$ cat src/rtl/next_b_fifo_pkg.sv
// Shared sizing helpers for the next_b result FIFO.
// Every width is derived from the block parameters through these functions.
package next_b_fifo_pkg;

    localparam int DEF_BYTE  = 8;
    localparam int DEF_WORDS = 12;
    localparam int DEF_DEPTH = 4;

    function automatic int word_w(input int byte_bits, input int words);
        return byte_bits * words;
    endfunction

    function automatic int ptr_w(input int depth);
        return $clog2(depth);
    endfunction

    function automatic int cnt_w(input int depth);
        return $clog2(depth + 1);
    endfunction

endpackage

$ cat src/rtl/next_b_mem.sv
// Result word storage: DEPTH x W register array, one write port, one async read port.
// Storage is not reset; the control logic in the top masks stale entries via count.
module next_b_mem #(
    parameter int W     = 96,
    parameter int DEPTH = 4,
    parameter int PTR_W = 2
) (
    input  logic             clk,
    input  logic             we_i,
    input  logic [PTR_W-1:0] waddr_i,
    input  logic [W-1:0]     wdata_i,
    input  logic [PTR_W-1:0] raddr_i,
    output logic [W-1:0]     rdata_o
);

    logic [W-1:0] mem_q [DEPTH];

    always_ff @(posedge clk) begin
        if (we_i) begin
            mem_q[waddr_i] <= wdata_i;
        end
    end

    assign rdata_o = mem_q[raddr_i];

endmodule

$ cat src/rtl/next_b_fifo.sv
// Result FIFO between the hashing core and the consumer: captures words on finished,
// presents them show-ahead with valid/ready, and replays the last word (or zero) when empty.
module next_b_fifo
    import next_b_fifo_pkg::*;
#(
    parameter int BYTE         = DEF_BYTE,
    parameter int WORDS        = DEF_WORDS,
    parameter int DEPTH        = DEF_DEPTH,
    parameter int HOLD_LAST    = 1,
    parameter int CAPTURE_EDGE = 0
) (
    input  logic                                clk,
    input  logic                                reset,
    input  logic                                clear,
    input  logic [word_w(BYTE, WORDS)-1:0]      data_in,
    input  logic                                finished,
    input  logic                                out_ready,
    output logic [word_w(BYTE, WORDS)-1:0]      next_out,
    output logic                                out_valid,
    output logic                                full,
    output logic                                empty,
    output logic [cnt_w(DEPTH)-1:0]             count,
    output logic                                overflow
);

    localparam int W     = word_w(BYTE, WORDS);
    localparam int PTR_W = ptr_w(DEPTH);
    localparam int CNT_W = cnt_w(DEPTH);

    logic [PTR_W-1:0] wr_ptr_q, rd_ptr_q;
    logic [CNT_W-1:0] count_q, count_d;
    logic             overflow_q;
    logic             finished_q;
    logic [W-1:0]     last_q;
    logic [W-1:0]     head;
    logic             cap, push, pop, drop;

    // Status flags come from count alone so full and empty can never disagree.
    assign empty     = (count_q == '0);
    assign full      = (count_q == CNT_W'(DEPTH));
    assign out_valid = ~empty;
    assign count     = count_q;
    assign overflow  = overflow_q;

    assign cap  = (CAPTURE_EDGE != 0) ? (finished & ~finished_q) : finished;
    assign pop  = out_valid & out_ready;
    assign push = cap & (~full | pop);
    assign drop = cap & full & ~pop;

    assign count_d = count_q + CNT_W'(push) - CNT_W'(pop);

    next_b_mem #(
        .W     (W),
        .DEPTH (DEPTH),
        .PTR_W (PTR_W)
    ) u_mem (
        .clk     (clk),
        .we_i    (push & ~clear),
        .waddr_i (wr_ptr_q),
        .wdata_i (data_in),
        .raddr_i (rd_ptr_q),
        .rdata_o (head)
    );

    assign next_out = ~empty ? head : ((HOLD_LAST != 0) ? last_q : '0);

    always_ff @(posedge clk or negedge reset) begin
        if (!reset) begin
            wr_ptr_q   <= '0;
            rd_ptr_q   <= '0;
            count_q    <= '0;
            overflow_q <= 1'b0;
            finished_q <= 1'b0;
            last_q     <= '0;
        end else if (clear) begin
            wr_ptr_q   <= '0;
            rd_ptr_q   <= '0;
            count_q    <= '0;
            overflow_q <= 1'b0;
            finished_q <= 1'b0;
            last_q     <= '0;
        end else begin
            finished_q <= finished;
            count_q    <= count_d;
            if (push) begin
                wr_ptr_q <= wr_ptr_q + 1'b1;
            end
            if (pop) begin
                rd_ptr_q <= rd_ptr_q + 1'b1;
                last_q   <= head;
            end
            if (drop) begin
                overflow_q <= 1'b1;
            end
        end
    end

endmodule

$ cat config.mk
export PLATFORM = sky130hd
export DESIGN_NAME = next_b_fifo
export DESIGN_NICKNAME = d
export VERILOG_FILES = /design/src/rtl/next_b_fifo_pkg.sv /design/src/rtl/next_b_mem.sv /design/src/rtl/next_b_fifo.sv
export SDC_FILE = /design/constraint.sdc
export NUM_CORES = 1
export LEC_CHECK = 0
export CELL_PAD_IN_SITES_DETAIL_PLACEMENT = 1
export CELL_PAD_IN_SITES_GLOBAL_PLACEMENT = 1
export CORE_MARGIN = 3
export CORE_UTILIZATION = 25
export CTS_CLUSTER_DIAMETER = 200
export DETAILED_ROUTE_END_ITERATION = 16
export PLACE_DENSITY_LB_ADDON = 0.1
export SYNTH_ARGS = -nofsm -noshare
export SYNTH_HDL_FRONTEND = slang
export SYNTH_SLANG_ARGS = --single-unit
$ cat constraint.sdc
create_clock -name clk -period 3.43 [get_ports clk]
set_input_delay 0.686 -clock clk [delete_from_list [all_inputs] [get_ports clk]]
set_output_delay 0.686 -clock clk [all_outputs]
set_load 0.005 [all_outputs]
==> impl_metrics.json <==
{
  "crit_family": "buffers and inverters",
  "peakVddDrop_uv": 380,
  "syn_to_final_growth_pct": 31.6,
  "final_util": 0.333,
  "powerDensity_nw_per_um2": 853,
  "yosysSeqAreaShare": 0.750,
  "startpoint": "count[2]",
  "routed_wl_microns": 55100,
  "gp_congestion": 0.668,
  "synth_cell_types": 30,
  "cts_buffer_depth": 3,
  "min_period_ps": 3320,
  "drc_errors": 0,
  "fillCellCount": 7563,
  "routedWlPerCell_microns": 23.4,
  "htreeDepth": 2,
  "grt_pass1_vias": 11600,
  "final_common_cell": "edfxtp_1",
  "antenna_found_initial": 3,
  "synth_area_sq_um": 18800,
  "drive_above_1_share": 0.199,
  "grt.overflow.total": 0,
  "cp-end-kind": "output port",
  "async_reset_ff_frac": 0.213,
  "rows": 100,
  "reg2regPathDepth": 5,
  "syn_avg_cell_area_sq_um": 17.5,
  "grt_pass1_wl_microns": 80600,
  "clkLatencyLatePin_ps": 600,
  "ys_ff_latch": 488,
  "cp.required_ps": 2740,
  "crit_path_max_fanout": 12,
  "finalClockSkew_ps": 24.1,
  "setup_viol": 0,
  "drtPass1Iterations": 7,
  "reg2reg_from": "count[2]",
  "start_util": 0.253,
  "path_depth": 6,
  "rsz0062_at_grt": "no",
  "globalRouteTotalUtil": 0.139,
  "dpl.hpwl_microns": 31600,
  "num_vias": 10500,
  "tritoncts": "built",
  "critPathMaxStageDelay_ps": 540,
  "cts_made_buffers": 55,
  "worstSetupPathType": "reg -> out",
  "final_cells": 2352,
  "clk_pin_slew_ps": 60,
  "cap_violations": 0,
  "swShare": 0.308,
  "max_freq_mhz": 301,
  "die_h_microns": 281,
  "boundaryPins": 204,
  "clockRootBuffer": "clkbuf_16",
  "synthCells": 1074,
  "crit_top_cell": "nand2_1",
  "worst_pin_slew_ps": 877,
  "synth_top_cell_by_area": "edfxtp_1",
  "crit_buf_inv": 3,
  "cp_data_arrival_time_ps": 2630,
  "core_sq_um": 74600,
  "yosysWarnings": 0,
  "synth-edff-count": 384,
  "clkPwrFrac": 0.301,
  "synth_top_area_share": 0.612,
  "layout.cells.most_common_list": "384 x edfxtp_1, 283 x nand2_1, 198 x clkdlybuf4s50_1",
  "fin_setup_tns_ps": 0,
  "power.switching_w": 0.00651,
  "postRouteAntennaNets": 0,
  "slew_violations": 0,
  "p_comb_frac": 0.359,
  "die_w_microns": 281,
  "r2r_end": "last_q[69]",
  "status": "complete, no violations",
  "min_path_type": "in -> async",
  "ff2ff_setup_slack_ps": 950,
  "die-area_sq_um": 78700,
  "cts.sinks": 488,
  "synth_area_leaders": "edfxtp_1 61%, dfrtp_1 14%, mux4_2 11%",
  "path_cells": "or3_4 -> buf_4 -> inv_8 -> nand2_1 -> nand2_1 -> clkdlybuf4s50_1",
  "place_inst": 2223,
  "syn_nets": 1181,
  "slew_headroom": 0.410,
  "pwr-share-seq": 0.341,
  "grt_max_degree": 97,
  "yosys_most_used_dff": "edfxtp_1",
  "hold_violations": 0,
  "start_kind": "flip-flop",
  "finalNetCount": 1442,
  "leakagePower_nw": 8.96,
  "portBuffers": 203,
  "internal-power_w": 0.0146,
  "vias_per_cell": 4.48,
  "min_period_over_period": 0.968,
  "drtIter0Drc": 618,
  "slowest_stage": "clkdlybuf4s50_1"
}
[state kept, by name (all words and copies together), names as in the netlist]
name,count
u_mem.mem_q,384
last_q,96
count,3
rd_ptr_q,2
wr_ptr_q,2
overflow,1
[stage by stage]
| step | hold WS (ps) | worst slack (ps) | total power (W) | area, sq um |
|---|---|---|---|---|
| 6_report | 79.5 | 111 | 0.0211 | 24800 |
| 5_1_grt | 85.5 | 1.50 | 0.0224 | 24800 |
| 4_1_cts | 65.3 | 10.4 | 0.0214 | 24600 |
| 3_5_place_dp | 491 | 391 | 0.0146 | 22500 |
| 3_3_place_gp | 487 | 421 | 0.0146 | 22500 |
| 2_1_floorplan | 390 | 732 | 0.0105 | 18900 |
[how the worst max path moves through the flow]
stage                         to  slack [ps]
2_1_floorplan  u_mem.mem_q[0][0]         730
3_3_place_gp         next_out[2]         420
3_5_place_dp         next_out[2]         390
4_1_cts             next_out[42]          10
5_1_grt              next_out[3]           1
6_report            next_out[64]         110
[synth_stat cells, types with 2 or more instances]
master / count
nor2_1: 9
dfrtp_1: 104
xor2_1: 3
buf_1: 10
a22o_1: 96
nand2b_1: 2
buf_4: 4
inv_1: 3
clkbuf_1: 22
mux4_2: 96
edfxtp_1: 384
nand2_1: 288
and2_1: 4
buf_6: 4
nor2b_1: 2
ha_1: 5
nor3b_1: 2
buf_2: 24
[power groups by stage]
stage	clock (W)	combinational [W]	sequential [W]
2_1_floorplan	0	0.00325	0.00723
3_3_place_gp	0	0.00722	0.00734
3_5_place_dp	0	0.00722	0.00735
4_1_cts	0.00660	0.00762	0.00721
5_1_grt	0.00682	0.00830	0.00727
6_report	0.00636	0.00758	0.00721
[worst register-to-register path, delay by kind of cell (launching register included)]
| family | cells | cell delay [ps] |
|---|---|---|
| buffers and inverters | 2 | 910 |
| AOI/OAI and AO/OA | 2 | 540 |
| and+or+nand+nor | 1 | 510 |
| DFF | 1 | 450 |
[cell families (layout without fill, tap and decap cells)]
family	Yosys count	after routing	share of synthesized area
flops	488	488	0.750
simple gates	309	309	0.0634
compound gates	101	101	0.0470
mux	98	98	0.116
buf+inv	68	375	0.0175
fa+ha+maj	6	6	0.00438
xor+xnor	4	4	0.00186
other cells	0	2	0
[routing by layer]
metal  track usage  wire length [microns]  share of wire  vias up
li1              -                      -              -     4637
met1         0.193                  25500           0.46     5617
met2         0.229                  26300           0.48      220
met3        0.0265                   2490          0.045       70
met4        0.0295                    867          0.016        2
met5             0                     13        0.00024        -
[final cells by class]
class / count / area (sq um) / area share
Inverter: 4 / 31.3 / 0.00126
Clock inverter: 33 / 449 / 0.0181
Clock buffer: 70 / 1540 / 0.0622
Tap cell: 969 / 1210 / 0.0489
Multi-Input combinational cell: 518 / 4420 / 0.178
Timing Repair inverter: 1 / 11.3 / 0.000454
Antenna cell: 2 / 5.00 / 0.000202
Sequential cell: 488 / 14100 / 0.570
Timing Repair Buffer: 267 / 2990 / 0.121
[repair_timing]
| action | CTS | global route |
|---|---|---|
| cloned | 2 | 1 |
| setup buffers | 7 | 14 |
| hold buffers | 0 | 0 |
| resized for setup | 7 | 11 |
| setup endpoints to repair | 97 | 35 |
| pin swaps | 1 | 1 |
Power figures use the tool's default switching activity.
